--- src/rtl/axis_send_arbiter.sv ---
// ---------------------------------------------------------------------------
// axis_send_arbiter
//
// Shares the AXI-Stream send FIFO between two sources: s0 (receive-FIFO
// loopback path) and s1 (matrix result path). Arbitration is round-robin at
// packet granularity: once a source is granted it keeps the grant until its
// packet ends (tlast, or a forced end after MAX_BEATS beats). No new packet is
// started while the send FIFO reports almost_full; a packet already under way
// always runs to completion because the FIFO margin covers MAX_BEATS.
// The send FIFO is driven through a one-stage registered output slice.
//
// Ports
//   clock, reset                 system clock, asynchronous active-high reset
//   s0_* / s1_*                  source AXI-Stream slaves (tdata/tkeep/tlast/
//                                tvalid in, tready out)
//   send_fifo_almost_full        blocks the start of new packets
//   m_*                          registered AXI-Stream master to the send FIFO
//   grant                        one-hot current owner {s1,s0}, 00 = idle
//   pkt_cnt0 / pkt_cnt1          packets completed per source (wrapping)
//   overlong                     sticky: a packet reached MAX_BEATS without tlast
// ---------------------------------------------------------------------------
module axis_send_arbiter #(
    parameter int DATA_W    = 32,
    parameter int KEEP_W    = 4,
    parameter int MAX_BEATS = 256,
    parameter int CNT_W     = 16
) (
    input  logic              clock,
    input  logic              reset,

    input  logic [DATA_W-1:0] s0_tdata,
    input  logic [KEEP_W-1:0] s0_tkeep,
    input  logic              s0_tlast,
    input  logic              s0_tvalid,
    output logic              s0_tready,

    input  logic [DATA_W-1:0] s1_tdata,
    input  logic [KEEP_W-1:0] s1_tkeep,
    input  logic              s1_tlast,
    input  logic              s1_tvalid,
    output logic              s1_tready,

    input  logic              send_fifo_almost_full,

    output logic [DATA_W-1:0] m_tdata,
    output logic [KEEP_W-1:0] m_tkeep,
    output logic              m_tlast,
    output logic              m_tvalid,
    input  logic              m_tready,

    output logic [1:0]        grant,
    output logic [CNT_W-1:0]  pkt_cnt0,
    output logic [CNT_W-1:0]  pkt_cnt1,
    output logic              overlong
);

    localparam int BEAT_W = (MAX_BEATS > 1) ? $clog2(MAX_BEATS) : 1;
    localparam logic [BEAT_W-1:0] LAST_BEAT = BEAT_W'(MAX_BEATS - 1);

    // State encoding doubles as the one-hot grant vector {s1,s0}.
    typedef enum logic [1:0] {
        IDLE = 2'b00,
        GNT0 = 2'b01,
        GNT1 = 2'b10
    } state_t;

    state_t              state;
    logic                favour_s1;
    logic [BEAT_W-1:0]   beat_cnt;

    logic                slice_ready;
    logic                accept;
    logic                at_limit;
    logic                pkt_end;
    logic [DATA_W-1:0]   sel_data;
    logic [KEEP_W-1:0]   sel_keep;
    logic                sel_last;

    assign grant = state;

    // The slice can take a new beat when empty or when its beat drains now.
    assign slice_ready = !m_tvalid || m_tready;
    assign s0_tready   = (state == GNT0) && slice_ready;
    assign s1_tready   = (state == GNT1) && slice_ready;

    assign accept   = (s0_tvalid && s0_tready) || (s1_tvalid && s1_tready);
    assign at_limit = (beat_cnt == LAST_BEAT);
    assign pkt_end  = accept && (sel_last || at_limit);

    // Route the granted source towards the output slice.
    always_comb begin
        sel_data = s0_tdata;
        sel_keep = s0_tkeep;
        sel_last = s0_tlast;
        if (state == GNT1) begin
            sel_data = s1_tdata;
            sel_keep = s1_tkeep;
            sel_last = s1_tlast;
        end
    end

    // Arbitration FSM with packet accounting. Leaving a grant always passes
    // through IDLE, which gives the one-cycle gap between packets.
    always_ff @(posedge clock or posedge reset) begin
        if (reset) begin
            state     <= IDLE;
            favour_s1 <= 1'b0;
            beat_cnt  <= '0;
            pkt_cnt0  <= '0;
            pkt_cnt1  <= '0;
            overlong  <= 1'b0;
        end else begin
            case (state)
                IDLE: begin
                    if (!send_fifo_almost_full) begin
                        if (s0_tvalid && s1_tvalid) begin
                            state <= favour_s1 ? GNT1 : GNT0;
                        end else if (s0_tvalid) begin
                            state <= GNT0;
                        end else if (s1_tvalid) begin
                            state <= GNT1;
                        end
                    end
                end
                GNT0, GNT1: begin
                    if (accept) begin
                        if (pkt_end) begin
                            state     <= IDLE;
                            favour_s1 <= (state == GNT0);
                            beat_cnt  <= '0;
                            if (state == GNT0) begin
                                pkt_cnt0 <= pkt_cnt0 + CNT_W'(1);
                            end else begin
                                pkt_cnt1 <= pkt_cnt1 + CNT_W'(1);
                            end
                            if (at_limit && !sel_last) begin
                                overlong <= 1'b1;
                            end
                        end else begin
                            beat_cnt <= beat_cnt + BEAT_W'(1);
                        end
                    end
                end
                default: state <= IDLE;
            endcase
        end
    end

    // Registered output slice: holds its beat while stalled, reloads on the
    // same edge the previous beat drains. A forced end marks the beat as last.
    always_ff @(posedge clock or posedge reset) begin
        if (reset) begin
            m_tvalid <= 1'b0;
            m_tlast  <= 1'b0;
            m_tdata  <= '0;
            m_tkeep  <= '0;
        end else if (slice_ready) begin
            m_tvalid <= accept;
            if (accept) begin
                m_tdata <= sel_data;
                m_tkeep <= sel_keep;
                m_tlast <= sel_last || at_limit;
            end
        end
    end

endmodule

--- config.mk ---
export PLATFORM = sky130hd
export DESIGN_NAME = axis_send_arbiter
export DESIGN_NICKNAME = d
export VERILOG_FILES = /design/src/rtl/axis_send_arbiter.sv
export SDC_FILE = /design/constraint.sdc
export NUM_CORES = 1
export LEC_CHECK = 0
export ABC_AREA = 0
export BUFFER_PORTS_ARGS = -buffer_cell sky130_fd_sc_hd__buf_4
export CAP_MARGIN = 30
export CORE_MARGIN = 1.5
export CORE_UTILIZATION = 49
export DETAILED_ROUTE_END_ITERATION = 8
export PLACE_DENSITY_LB_ADDON = 0.12
export RECOVER_POWER = 25
export SLEW_MARGIN = 20
export SYNTH_ARGS = -nofsm -noshare
export SYNTH_HDL_FRONTEND = slang
export SYNTH_SLANG_ARGS = --single-unit
--- constraint.sdc ---
create_clock -name clock -period 2.99 [get_ports clock]
set_clock_uncertainty 0.2 [all_clocks]
set_input_delay 0.1495 -clock clock [delete_from_list [all_inputs] [get_ports clock]]
set_output_delay 0.1495 -clock clock [all_outputs]
set_load 0.02 [all_outputs]
== Yosys cells after proc, flatten, opt, wreduce, memory -nomap -nowiden ==
Cells that the tools add are included.

* Add/sub/neg operators: 3
* Equal/unequal tests: 7
* Mux-type cells: 12
* Bitwise gates (word level): 1
* Reductions and logical operators: 21

{| class="wikitable"
|+ Operator list
! kind !! count
|-
| adder 16 x 1 -> 16 bit (second input constant) || 2
|-
| two-way mux 32 bit || 1
|-
| AND reduction 4 bit || 4
|-
| two-way mux 2 bit || 7
|-
| adder 8 x 1 -> 8 bit (second input constant) || 1
|-
| equality test 8 bit (second input constant) || 1
|-
| two-way mux 8 bit || 1
|-
| logical AND 1 bit || 7
|-
| != test 2 bit (second input constant) || 3
|-
| two-way mux 4 bit || 1
|-
| != test 4 bit (second input constant) || 1
|-
| one-hot mux 2 bit (2 select lines) || 1
|-
| AND reduction 2 bit || 2
|-
| logical OR 1 bit || 3
|-
| AND reduction 3 bit || 1
|-
| equality test 2 x 1 -> 1 bit (second input constant) || 1
|-
| equality test 2 bit (second input constant) || 1
|-
| logical NOT 1 bit || 2
|-
| logical NOT 2 bit || 1
|-
| OR reduction 2 bit || 1
|-
| two-way mux 1 bit || 1
|-
| inverter 1 bit || 1
|}

* Register bits after elaboration: 82
* Input port bits: 80
* Output and inout port bits: 75
* Logic and storage cells: 54

== Depth between registers and ports, before layout ==
* Depth after elaboration: 9
* Mapped depth: 9
* Gate-level depth less buffers: 7

== Worst setup path before layout ==
No wires, ideal clock.

* Path kind: register to register
* Start: reg state[0], in the netlist grant[0]
* End: reg pkt_cnt0[1]
* Setup time: 0.125 ns
* Arrival time: 2.138 ns
* Required time: 2.665 ns
* Path slack: 0.527 ns
* Cell stages (with the launch flop): 10
* Buffers on the path: 2
* Period minus slack after synthesis: 2.463 ns
* Cells stage by stage: dfrtp_1 > inv_1 > ha_1 > buf_6 > mux2_4 > o21ba_4 > buf_6 > nor2_2 > nand2_1 > mux2_2

* Longest elaborated chain between the ends: 6
* Elaborated cells between the ends (all ways): 12
* Classes of those cells: eq/ne (2); mux (1); reduce/logical (9)

{| class="wikitable"
|+ RTL lines
! element !! line !! RTL
|-
| start, declared || 67 || <nowiki>state_t state;</nowiki>
|-
| start signal, assigned || 117 || <nowiki>state <= favour_s1 ? GNT1 : GNT0;</nowiki>
|-
| equality test 2 x 1 -> 1 bit / equality test 2 bit (equally long branches) || n/a ||
|-
| logical AND 1 bit (on tied branches) || 83, 84 ||
|-
| logical AND 1 bit || 86 || <nowiki>assign accept = (s0_tvalid && s0_tready) || (s1_tvalid && s1_tready);</nowiki>
|-
| logical OR 1 bit || 86 ||
|-
| logical AND 1 bit || 88 || <nowiki>assign pkt_end = accept && (sel_last || at_limit);</nowiki>
|-
| AND reduction 4 bit (no line) (*) || n/a ||
|-
| end signal, assigned || 132 || <nowiki>pkt_cnt0 <= pkt_cnt0 + CNT_W'(1);</nowiki>
|-
| end, declared || 52 || <nowiki>output logic [CNT_W-1:0] pkt_cnt0,</nowiki>
|}

Mark *: on every way between the ends. The rest lies on a longest branch, timed or not.
A chain may end at the register's enable or synchronous reset.

== Worst setup path after layout ==
* Start: reg state[0], in the netlist grant[0]
* End: reg m_tkeep[3]

* Longest elaborated chain between the ends: 5
* Elaborated cells between the ends (all ways): 9
* Classes of those cells: eq/ne (2); mux (1); reduce/logical (6)

{| class="wikitable"
|+ RTL lines
! element !! line !! RTL
|-
| equality test 2 x 1 -> 1 bit / equality test 2 bit (equally long branches) || 83, 84, 95 ||
|-
| logical AND 1 bit (on tied branches) || 83, 84 ||
|-
| logical AND 1 bit || 86 ||
|-
| logical OR 1 bit || 86 ||
|-
| AND reduction 2 bit (no line) || n/a ||
|-
| end signal, assigned || 161 || <nowiki>m_tkeep <= sel_keep;</nowiki>
|-
| end, declared || 46 || <nowiki>output logic [KEEP_W-1:0] m_tkeep,</nowiki>
|}

Several ways; a longest one is shown, not always the timed one.

==> metrics.md <==
| Metric | Value |
|---|---|
| Port bufs | 154 |
| GRT Resource Usage Total | 28.0% |
| Worst Path Required | 3000 ps |
| GPL Wtd Cong | about 0.81 |
| # resized after CTS | 0 |
| Root Driver | clkbuf_8 |
| EDFF count, synth | 0 |
| Worst reg2reg path startpoint | grant[0] |
| Post-Synth Simple-Gate Area | 16.3% |
| Die height | approximately 92 um |
| Syn Inst Count | 359 |
| Final Instance Area | 6010 um2 |
| Placed cell area | 5110 um2 |
| Max clock buf depth | 2 |
| Post-synth ARST share | 100% |
| Placed instance count | 605 |
| Crit path kind | reg -> reg |
| Residual DRC | 0 |
| Slew at the pin with the worst max-slew slack | 1760 ps |
| CTS clk-pin slew, worst paths | 90 ps |
| Leak | 2.90 nW |
| HP Class | in -> reg |
| XOR/XNOR Fraction of Synth Area | 6.80% |
| H-Tree Depth | 3 |
| Syn-to-layout area delta | 55.6% |
| CORE AREA | ~7700 um2 |
| Outcome | finished, violations left |
| Cell Rows | 32 |
| Syn avg cell area | 10.8 um2 |
| Post-Syn Nets | approximately 450 |
| Via-to-Cell Ratio | 5.25 |
| Final worst-path cycle share | 87.0% |
| Detailed Routing Iterations Pass 1 | 4 |
| Layout Cells excl Fill | 696 |
| Yosys warns | 0 |
| Sink Count | 82 |
| Layout cells sized above 1 | 27.6% |
| Post-synth top area share | a little over half |
| Top post-synthesis cells by count | dfrtp_1, nand2_1, o21ai_0 |
| Synth Area in Adders | 2.27% |
| Fill cells | 506 |
| Iteration-0 DRC Markers | 190 |
| Setup_tns | 0 ps |
| Routed vias | 3,653 |
| Critical path, cell by cell | inv_1 > ha_2 > buf_4 > mux2i_1 > dlygate4sd3_1 > o21ai_0 |
| # IOs | 155 |
| Bufs and invs on worst path | 3 |
| Total Routed Length | 11.5 mm |
| Netlist Area Pre-Place | 3860 um2 |
| Crit-path slowest cell | dlygate4sd3_1 |
| Largest net degree at the start of global routing | 65 |
| Wire length per cell | 16.5 um |
| Count leader, synth | dfrtp_1 |
| Initial cell density of the core | 50.2% |
| Multiplexer area fraction after synthesis | 10.9% |
| Failing checks | capacitance limit, slew limit |
| Worst Setup SP | grant[0] |
| Area leader, netlist | dfrtp_1 |
| Antenna violations before repair | 0 |
| Critical Path End Type | flip-flop |
| Post-route ant nets | 0 |
| Max incr delay on CP | between 600 and 700 ps |
| Seq cells post-synth | 82 |
| Worst-path fanout max | 36 |
| First-pass GRT wire length | 18.3 mm |
| Clk_lat worst skew | 350 ps |
| Tot Pwr | 4.80 mW |
| Max-slew violation count | 39 |
| Yosys cell types | 34 |
| Peak VDD IR | 0.493 mV |
| Synth Area in Compound Gates | 8.36% |
| GR Overflow Total | 0 |
| ANT cells | 0 |
| Largest cells by area after synthesis | dfrtp_1, mux2i_1, o21ai_0 |
| Max_cap viols | 1 |
| CTS tree | done |
| RSZ-0062 raised after global routing | no |
| Largest family of logic cells by synthesized area | simple AND/OR/NAND/NOR gates |
| CTS Buf Count | 9 |
| Total Die Area | 8420 um2 |
| Worst Min Path Start | s1_tvalid |
| FMAX | 0.384 GHz |
| Max_slew headroom | -17.8% |
| Post-CTS setup repair buffer count | 0 |
| Post-DP HPWL | 6.80 mm |
| Minimum clock period | roughly 2600 ps |
| Pwr Density | ~800 nW/um2 |
| Die width | 91.8 um |
| Core Util, Final | 78.2% |
| CTS hold repair buffers | 75 |
| # setup viols final | 0 |
| Startpoint Class | flip-flop |
| Vias in the first global route | 3,818 |
| Register area share after synthesis | 53.1% |
| Fin. Hold Viols | 0 |
| Arrival @ worst endpoint | around 2600 ps |
| CP top delay family | buffers and inverters |
| Main synth FF type | dfrtp_1 |
| Nets@finish | about 680 |
sequential cells by signal (all words and copies together), names as in the netlist:
signal / count
beat_cnt: 8
favour_s1: 1
grant: 2
m_tdata: 32
m_tkeep: 4
m_tlast: 1
m_tvalid: 1
overlong: 1
pkt_cnt0: 16
pkt_cnt1: 16
area by class of cell:
cell class,instances,area [um2],share of cell area (%)
clock inverters,5,86.3,1.44
clock buffers,11,151,2.52
inverters,4,16.3,0.271
flip-flops and latches,82,2050,34.1
multi-input cells,259,1730,28.7
well taps,102,128,2.12
repair buffers,233,1850,30.8
final timing paths:
| check | slack, ps | cells past startpoint | end |
|---|---|---|---|
| worst max-delay path | 390 | 6 | m_tkeep[3] |
| worst max register to register | 390 | 6 | m_tkeep[3] |
| min in group asynchronous | 590 | 3 | m_tkeep[0] |
| max in group asynchronous | 980 | 4 | m_tdata[2] |
| worst min-delay path | 20 | 5 | grant[1] |
| worst min register to register | 280 | 1 | pkt_cnt0[15] |
logic make-up after synthesis:
| family | after synthesis |
|---|---|
| xor+xnor | 30 |
| flops | 82 |
| fa+ha+maj | 7 |
| compound gates | 58 |
| mux | 41 |
| simple gates | 123 |
| buf+inv | 18 |
stage by stage:
step | hold WS, ps | worst slack, ps
after floorplan | 146 | 527
after global placement | 67.1 | 668
after detailed placement | 68.8 | 545
after CTS | 18.0 | 487
after global routing | 93.7 | 234
final | 23.5 | 389
worst reg2reg max path, delay by kind of cell, from the launching register on:
kind                     cells  cell delay [ps]
buffers and inverters        3             1240
flip-flops                   1              420
multiplexers                 1              320
adder cells (fa/ha/maj)      1              200
AO/OA/AOI/OAI                1               90
per-layer routing:
metal	track usage (%)	wire [um]	vias to the layer above
met5	0	0	-
met4	14.5	466	0
met3	5.64	604	37
met2	49.9	6090	152
met1	31.7	4360	1758
li1	-	-	1706
report_power, final:
group,leakage (nW),switching [mW],internal [mW]
Combinational,1.70,1.29,0.939
Clock,0.120,0.418,0.521
Sequential,1.08,0.220,1.42
Total,2.90,1.93,2.88
layout by cell type (no fill, tap or decap), drive strengths merged, types with 3 or more instances in the layout:
master	instances
dlygate4sd3	75
ha	7
nand2	60
nor2	11
mux2i	37
and3	10
nand4	11
buf	134
o21ai	50
and2	3
nor3	4
nand3	17
xor2	5
clkbuf	35
dfrtp	82
clkinv	3
mux2	4
xnor2	25
inv	3
Note: power is estimated with default switching activity, not from simulation.
